`config.mk`:
```
export PLATFORM = sky130hd
export DESIGN_NAME = cy_control_reg
export DESIGN_NICKNAME = d
export VERILOG_FILES = /design/src/rtl/cy_control_reg_pkg.sv /design/src/rtl/cy_ctl_pulse_timer.sv /design/src/rtl/cy_control_reg.sv
export SDC_FILE = /design/constraint.sdc
export NUM_CORES = 1
export LEC_CHECK = 0
export CORE_MARGIN = 2
export CORE_UTILIZATION = 40
export CTS_BUF_LIST = sky130_fd_sc_hd__clkbuf_4 sky130_fd_sc_hd__clkbuf_8
export DETAILED_ROUTE_END_ITERATION = 10
export GPL_ROUTABILITY_DRIVEN = 1
export HOLD_SLACK_MARGIN = 0.05
export PLACE_DENSITY = 0.73
export SYNTH_ARGS = -nofsm -noshare
export SYNTH_HDL_FRONTEND = slang
export SYNTH_SLANG_ARGS = --single-unit
```
`constraint.sdc`:
```
create_clock -name clock -period 1.7 [get_ports clock]
set_clock_uncertainty 0.1 [all_clocks]
set_input_delay 0.51 -clock clock [delete_from_list [all_inputs] [get_ports clock]]
set_output_delay 0.51 -clock clock [all_outputs]
set_load 0.01 [all_outputs]
```
`src/rtl/cy_control_reg_pkg.sv`:
```
// Shared definitions for the cy_control_reg block.
// Holds the bus address map, the pulse FSM state encoding and the pulse
// counter width. The counter width covers the largest PulseWidth, which is 255.
package cy_control_reg_pkg;

    localparam logic [1:0] CTL_ADDR_DATA = 2'd0;
    localparam logic [1:0] CTL_ADDR_SET  = 2'd1;
    localparam logic [1:0] CTL_ADDR_CLR  = 2'd2;
    localparam logic [1:0] CTL_ADDR_MODE = 2'd3;

    localparam int CTL_CNT_W = 8;

    typedef enum logic {
        CTL_ST_IDLE  = 1'b0,
        CTL_ST_PULSE = 1'b1
    } ctl_state_e;

endpackage

```
`src/rtl/cy_ctl_pulse_timer.sv`:
```
// Pulse-bit timer for cy_control_reg.
//   clock     : rising-edge clock
//   reset     : asynchronous active-high reset
//   start     : a write leaves at least one pulse bit set; (re)load the counter
//   clear_all : a write leaves every pulse bit clear; abandon the pulse
//   expire    : combinational; pulse bits clear on this edge
//
// state        | meaning
// CTL_ST_IDLE  | no pulse bit is high
// CTL_ST_PULSE | pulse bits high, cnt_q counts the clocks remaining
module cy_ctl_pulse_timer #(
    parameter int PulseWidth = 1
) (
    input  logic clock,
    input  logic reset,
    input  logic start,
    input  logic clear_all,
    output logic expire
);
    import cy_control_reg_pkg::*;

    // Loading PulseWidth-1 keeps the bit high from edge k through edge k+PulseWidth.
    localparam logic [CTL_CNT_W-1:0] Reload = CTL_CNT_W'(PulseWidth - 1);

    ctl_state_e           state_q, state_d;
    logic [CTL_CNT_W-1:0] cnt_q, cnt_d;

    always_ff @(posedge clock or posedge reset) begin
        if (reset) begin
            state_q <= CTL_ST_IDLE;
            cnt_q   <= '0;
        end else begin
            state_q <= state_d;
            cnt_q   <= cnt_d;
        end
    end

    always_comb begin
        state_d = state_q;
        cnt_d   = cnt_q;
        expire  = 1'b0;
        case (state_q)
            CTL_ST_IDLE: begin
                if (start) begin
                    state_d = CTL_ST_PULSE;
                    cnt_d   = Reload;
                end
            end
            CTL_ST_PULSE: begin
                if (start) begin
                    cnt_d = Reload;
                end else if (clear_all) begin
                    state_d = CTL_ST_IDLE;
                    cnt_d   = '0;
                end else if (cnt_q == '0) begin
                    expire  = 1'b1;
                    state_d = CTL_ST_IDLE;
                end else begin
                    cnt_d = cnt_q - CTL_CNT_W'(1);
                end
            end
            default: begin
                state_d = CTL_ST_IDLE;
                cnt_d   = '0;
            end
        endcase
    end

endmodule

```
`src/rtl/cy_control_reg.sv`:
```
// Firmware-writable 8-bit control register driving eight routing nets.
//   clock, reset        : rising-edge clock, asynchronous active-high reset
//   bus_we, bus_re      : write / read strobes, one access per asserted cycle
//   bus_addr            : 0 DATA, 1 SET, 2 CLR, 3 MODE (read-only)
//   bus_wdata           : write data
//   bus_rdata, bus_ack  : registered read data and one-cycle acknowledge
//   update              : one-cycle strobe when a write changed the register
//   control_0..7        : register bits; level bits hold, pulse bits self-clear
module cy_control_reg #(
    parameter bit         Bit0Mode   = 1'b0,
    parameter bit         Bit1Mode   = 1'b0,
    parameter bit         Bit2Mode   = 1'b0,
    parameter bit         Bit3Mode   = 1'b0,
    parameter bit         Bit4Mode   = 1'b0,
    parameter bit         Bit5Mode   = 1'b0,
    parameter bit         Bit6Mode   = 1'b0,
    parameter bit         Bit7Mode   = 1'b0,
    parameter logic [7:0] InitValue  = 8'h00,
    parameter int         PulseWidth = 1
) (
    input  logic       clock,
    input  logic       reset,
    input  logic       bus_we,
    input  logic       bus_re,
    input  logic [1:0] bus_addr,
    input  logic [7:0] bus_wdata,
    output logic [7:0] bus_rdata,
    output logic       bus_ack,
    output logic       update,
    output logic       control_0,
    output logic       control_1,
    output logic       control_2,
    output logic       control_3,
    output logic       control_4,
    output logic       control_5,
    output logic       control_6,
    output logic       control_7
);
    import cy_control_reg_pkg::*;

    localparam logic [7:0] ModeMask = {Bit7Mode, Bit6Mode, Bit5Mode, Bit4Mode,
                                       Bit3Mode, Bit2Mode, Bit1Mode, Bit0Mode};
    localparam logic [7:0] ResetValue = InitValue & ~ModeMask;

    logic [7:0] ctl_q, ctl_d, ctl_wr;
    logic [7:0] rdata_q, rdata_d;
    logic       ack_q, update_q;
    logic       pulse_start, pulse_clear, expire;

    always_comb begin
        ctl_wr = ctl_q;
        case (bus_addr)
            CTL_ADDR_DATA: ctl_wr = bus_wdata;
            CTL_ADDR_SET:  ctl_wr = ctl_q | bus_wdata;
            CTL_ADDR_CLR:  ctl_wr = ctl_q & ~bus_wdata;
            default:       ctl_wr = ctl_q;
        endcase
    end

    // Any write re-evaluates the pulse bits: still set extends, none set ends the pulse.
    assign pulse_start = bus_we && ((ctl_wr & ModeMask) != 8'h00);
    assign pulse_clear = bus_we && !pulse_start;

    cy_ctl_pulse_timer #(
        .PulseWidth(PulseWidth)
    ) u_timer (
        .clock    (clock),
        .reset    (reset),
        .start    (pulse_start),
        .clear_all(pulse_clear),
        .expire   (expire)
    );

    always_comb begin
        ctl_d = ctl_q;
        if (bus_we) begin
            ctl_d = ctl_wr;
        end else if (expire) begin
            ctl_d = ctl_q & ~ModeMask;
        end
    end

    // A write wins over a simultaneous read, so the read returns zero.
    always_comb begin
        rdata_d = 8'h00;
        if (bus_re && !bus_we) begin
            case (bus_addr)
                CTL_ADDR_DATA: rdata_d = ctl_q;
                CTL_ADDR_MODE: rdata_d = ModeMask;
                default:       rdata_d = 8'h00;
            endcase
        end
    end

    always_ff @(posedge clock or posedge reset) begin
        if (reset) begin
            ctl_q    <= ResetValue;
            rdata_q  <= 8'h00;
            ack_q    <= 1'b0;
            update_q <= 1'b0;
        end else begin
            ctl_q    <= ctl_d;
            rdata_q  <= rdata_d;
            ack_q    <= bus_we || bus_re;
            update_q <= bus_we && (ctl_wr != ctl_q);
        end
    end

    assign bus_rdata = rdata_q;
    assign bus_ack   = ack_q;
    assign update    = update_q;
    assign control_0 = ctl_q[0];
    assign control_1 = ctl_q[1];
    assign control_2 = ctl_q[2];
    assign control_3 = ctl_q[3];
    assign control_4 = ctl_q[4];
    assign control_5 = ctl_q[5];
    assign control_6 = ctl_q[6];
    assign control_7 = ctl_q[7];

endmodule

```
# After elaboration in Yosys (flattened, before gate mapping)
# Cells that the tools add are included.
[op_classes] bitwise_logic=3 n_eq_ne=3 n_mux=3 n_reduce_logical=5
[op_table] cell="$pmux 8 s3" count=1
[op_table] cell="$mux 8" count=2
[op_table] cell="$and 8x8->8" count=1
[op_table] cell="$ne 8x8->1" count=1
[op_table] cell="$not 8->8" count=1
[op_table] cell="$or 8x8->8" count=1
[op_table] cell="$eq 2x1->1 const B" count=1
[op_table] cell="$eq 2x2->1 const B" count=1
[op_table] cell="$logic_and 1x1->1" count=2
[op_table] cell="$logic_not 2->1" count=1
[op_table] cell="$logic_not 1->1" count=1
[op_table] cell="$logic_or 1x1->1" count=1
[totals] out_inout_bits=18 word_cells=18 register_bits=18

# Longest topological paths before layout
[logic_depth] ltp_word=5 ltp_mapped=5 ltp_nobuf=4

# Worst setup path after synthesis
# No wires, ideal clock.
[synth_path] path_kind="input -> register" start="input bus_wdata[2]" end="register update_q (netlist: update)" arrival_time_ns=1.423 stages=4 setup_time_ns=0.129 slack_ns=0.048 path_buffers=0 path_cell_list="inv_1 -> o22ai_1 -> o41a_1 -> o41a_1"
[synth_via] elab_chain_len=5
[synth_rtl] item="start: declaration" line="cy_control_reg.sv:26" rtl="input logic [7:0] bus_wdata,"
[synth_rtl] item="$not 8->8" line="cy_control_reg.sv:55" rtl="CTL_ADDR_CLR: ctl_wr = ctl_q & ~bus_wdata;"
[synth_rtl] item="$and 8x8->8" line="cy_control_reg.sv:55"
[synth_rtl] item="$pmux 8 s3 *" line="cy_control_reg.sv:52" rtl="case (bus_addr)"
[synth_rtl] item="$ne 8x8->1 *" line="cy_control_reg.sv:105" rtl="update_q <= bus_we && (ctl_wr != ctl_q);"
[synth_rtl] item="$logic_and 1x1->1 *" line="cy_control_reg.sv:105"
[synth_rtl] item="end signal: assignment" line="cy_control_reg.sv:105"
[synth_rtl] item="end: declaration" line="cy_control_reg.sv:47" rtl="logic ack_q, update_q;"
# Every way passes the cells marked *; elsewhere a longest branch is shown, timed or not.
# A chain may end at the register's enable or synchronous reset.

# Final worst setup path
[layout_path] start="input bus_wdata[7]" end="register update_q (netlist: update)"
# Same word-level chain as after synthesis.

==> results_dict.tcl <==
set metrics [dict create \
    grt_antenna_before_repair 0 \
    grt_pass1_vias 797 \
    route.top_layer_used "met4" \
    grt_start_max_net_pins 19 \
    violation_count_after_the_first_detailed_route_iteration 27 \
    post_synth_num_cell_types 20 \
    syn_nets 91 \
    post_route_cell_area_sq_um 1361 \
    syn-cell-area_sq_um 842.1 \
    drt-met1-wl_um 823 \
    area.growth.synth_to_final_pct 61.66 \
    dr.pass1.iters 4 \
    postRouteAntennaNets 0 \
    p_seq_share_pct 45.7 \
    floorplan.die_area_sq_um 2488 \
    min_period_ps 1692 \
    antenna-diode-count 0 \
    tritoncts "built" \
    std_cell_rows 16 \
    clk_pin_slew_worst_paths_ps 90 \
    grt_pass1_wl_um 3394 \
    timing.final.crit_share_pct 99.55 \
    clock_tree.root_cell "clkbuf_4" \
    num_vias 812 \
    yosys_warnings 0 \
    place.detailed.hpwl_um 1452 \
    worstSetupEndpointType "flop" \
    final_cell_count_no_fill 158 \
    netlist.area_leader.share_pct 53.49 \
    clkPwrFrac_pct 23.7 \
    final_setup_vio_count 0 \
    crit_path_frequent_cell "o41a_1" \
    global_route_total_usage_across_every_layer_pct 18.16 \
    critical_path.slowest_cell "o41a_1" \
    floorplan.die.width_um 49.88 \
    worstSetupStartpoint "bus_wdata[7]" \
    cts-root-to-sink-buffers 2 \
    post_drt_wl_per_cell_um 13.04 \
    max_cap_violations 0 \
    finalWirelength_um 2061 \
    worstPathCellList "dlygate4sd2_1 -> inv_1 -> o22ai_1 -> o41a_1 -> o41a_1" \
    synth-seq-area-share_pct 53.49 \
    share_of_total_power_consumed_by_net_switching_pct 27.25 \
    wl_met2_um 1057 \
    power.ir.vdd_worst_mv 0.3991 \
    cp.arrival_ps 1760 \
    tightestPinTransition_ps 345.6 \
    hold_class "in -> async" \
    worst_r2r_startpoint "ctl_q[3]" \
    report.final.hold_viol_count 0 \
    clock_insertion_delay_worst_skew_ps 280 \
    post_drt_via_cell_ratio 5.139 \
    post_place_setup_slack_ps -510.4 \
    synth.avg_cell_area_sq_um 10.94 \
    synth-seq-cells 18 \
    cts_made_buffers 3 \
    final-max-slew-violation-count 0 \
    setup.worst_path.start_class "input port" \
    ratio_of_total_power_to_cell_area_nw_per_um2 774.3 \
    grt-ovfl-total 0 \
    drive_gt1_share_pct 26.72 \
    die_h_um 49.88 \
    ctsHoldBuffers 0 \
    place.port_buffers 31 \
    maxClockFrequency_mhz 590.9 \
    critical_path.n_buffers_inverters 2 \
    worst_setup_path_type "in -> reg" \
    place_congestion 0.9077 \
    postLayoutSetupSlackWorst_ps 7.659 \
    timing.critical_path.fanout_max 4 \
    dp_area_sq_um 1272 \
    cts.htree.levels 1 \
    finalHoldWorstSlack_ps 430.6 \
    clock_sinks 18 \
    worst_path_dominant_cell_family "compound AO/OA/AOI/OAI gates" \
    met3WireLength_um 118 \
    synthDominantAreaCellType "dfrtp_1" \
    worst_ep_required_time_ps 1770 \
    slowest_cell_delay_on_critical_path_ps 420 \
    floorplan.core_area_sq_um 1982 \
    dpl.cell_count 146 \
    drc 0 \
    synthTopCellsByArea "dfrtp_1 53%, a22o_1 9.4%, and2_1 5.2%" \
    design.portCount 32 \
    post_synth_inst_count 77 \
    power.combinational.fraction_pct 30.6 \
    finalNetCount 146 \
    floorplan.initialDensity_pct 42.49 \
    power_report.internal_total_mw 0.7668 \
    status "finished clean" \
    worst_slew_margin_rel_pct 76.86 \
    leakage_nw 0.7027 \
    power.switching_mw 0.2872 \
]
-- through the flow --
stage	total power, mW	TNS, ps	util, %
2_1_floorplan	0.6216	0	-
3_5_place_dp	0.7849	-5694	64.20
4_1_cts	1.049	0	67.55
3_3_place_gp	0.7791	-5663	64.20
5_1_grt	1.113	-6.151	68.69
6_report	1.054	0	68.69
-- placed cells by master, fill, tap and decap left out, types with 3 or more instances in the layout --
cell type	instances
dlygate4sd2_1	25
buf_4	19
dfrtp_1	17
a22o_1	9
o21ai_0	8
inv_1	7
and2_1	7
a22oi_1	4
xnor2_1	4
clkdlybuf4s50_1	4
inv_2	3
o22ai_1	3
clkbuf_4	3
-- Yosys cell counts --
| cell | n |
|---|---|
| dfrtp_1 | 18 |
| a22o_1 | 9 |
| inv_1 | 9 |
| o21ai_0 | 8 |
| and2_1 | 7 |
| a22oi_1 | 4 |
| o22ai_1 | 4 |
| xnor2_1 | 4 |
| nor2b_1 | 2 |
| o41a_1 | 2 |
| a211oi_1 | 1 |
| a21oi_1 | 1 |
| a221oi_1 | 1 |
| and2_2 | 1 |
| buf_4 | 1 |
| clkbuf_1 | 1 |
| inv_2 | 1 |
| nor3_1 | 1 |
| nor4b_2 | 1 |
| or2_2 | 1 |
-- worst paths after layout --
check / end / slack (ps) / depth (start not counted)
max reg2reg: update / 60 / 4
min: bus_rdata[3] / 430 / 3
min reg2reg: bus_rdata[5] / 520 / 2
min in group clock: bus_rdata[5] / 520 / 2
max in group asynchronous: ctl_q[2] / 870 / 3
max: update / 8 / 5
-- metal layers --
metal | vias to the layer above | track usage (%)
met3 | 6 | 1.212
met5 | - | 0
met4 | 0 | 15.74
met2 | 34 | 29.33
li1 | 388 | -
met1 | 384 | 21.75
-- power by group through the flow --
stage               registers, mW  logic [mW]  clock network (mW)
floorplan                   0.523      0.0986                   0
global route                0.487       0.345               0.281
detailed placement          0.518       0.267                   0
CTS                         0.481       0.308               0.260
finish                      0.482       0.322               0.250
global placement            0.514       0.265                   0
-- layout make-up --
type / count / area, sq um
clock buffers: 4 / 36.28
fillers: 151 / 620.6
inverters: 10 / 37.54
multi-input cells: 47 / 357.8
flip-flops and latches: 18 / 451.7
well taps: 27 / 33.78
repair buffers: 52 / 444.2
-- sequential cells by signal, summed over array words and instances (netlist names) --
register / flops
bus_rdata: 8
ctl_q: 8
bus_ack: 1
update: 1
-- worst register-to-register path, stage by stage, from the launching register on --
cell and delay [ps]:
dfrtp_1 390, buf_6 130, o22ai_1 90, o41a_1 400
o41a_1 420
-- cell families (layout without fill, tap and decap cells) --
logic type | Yosys count | after routing | share of synthesized area, %
xor gates and xnor gates | 4 | 4 | 4.160
DFF | 18 | 18 | 53.49
buffers and inverters | 12 | 66 | 5.794
and+or+nand+nor | 13 | 13 | 10.70
AOI/OAI and AO/OA | 30 | 30 | 25.85
-- what timing repair did --
action | CTS | global route
endpoints found under the setup margin | 27 | 9
gates cloned | 0 | 0
pin swaps | 5 | 3
setup buffers | 8 | 1
gates resized for setup | 30 | 7
Power figures use the tool's default switching activity.
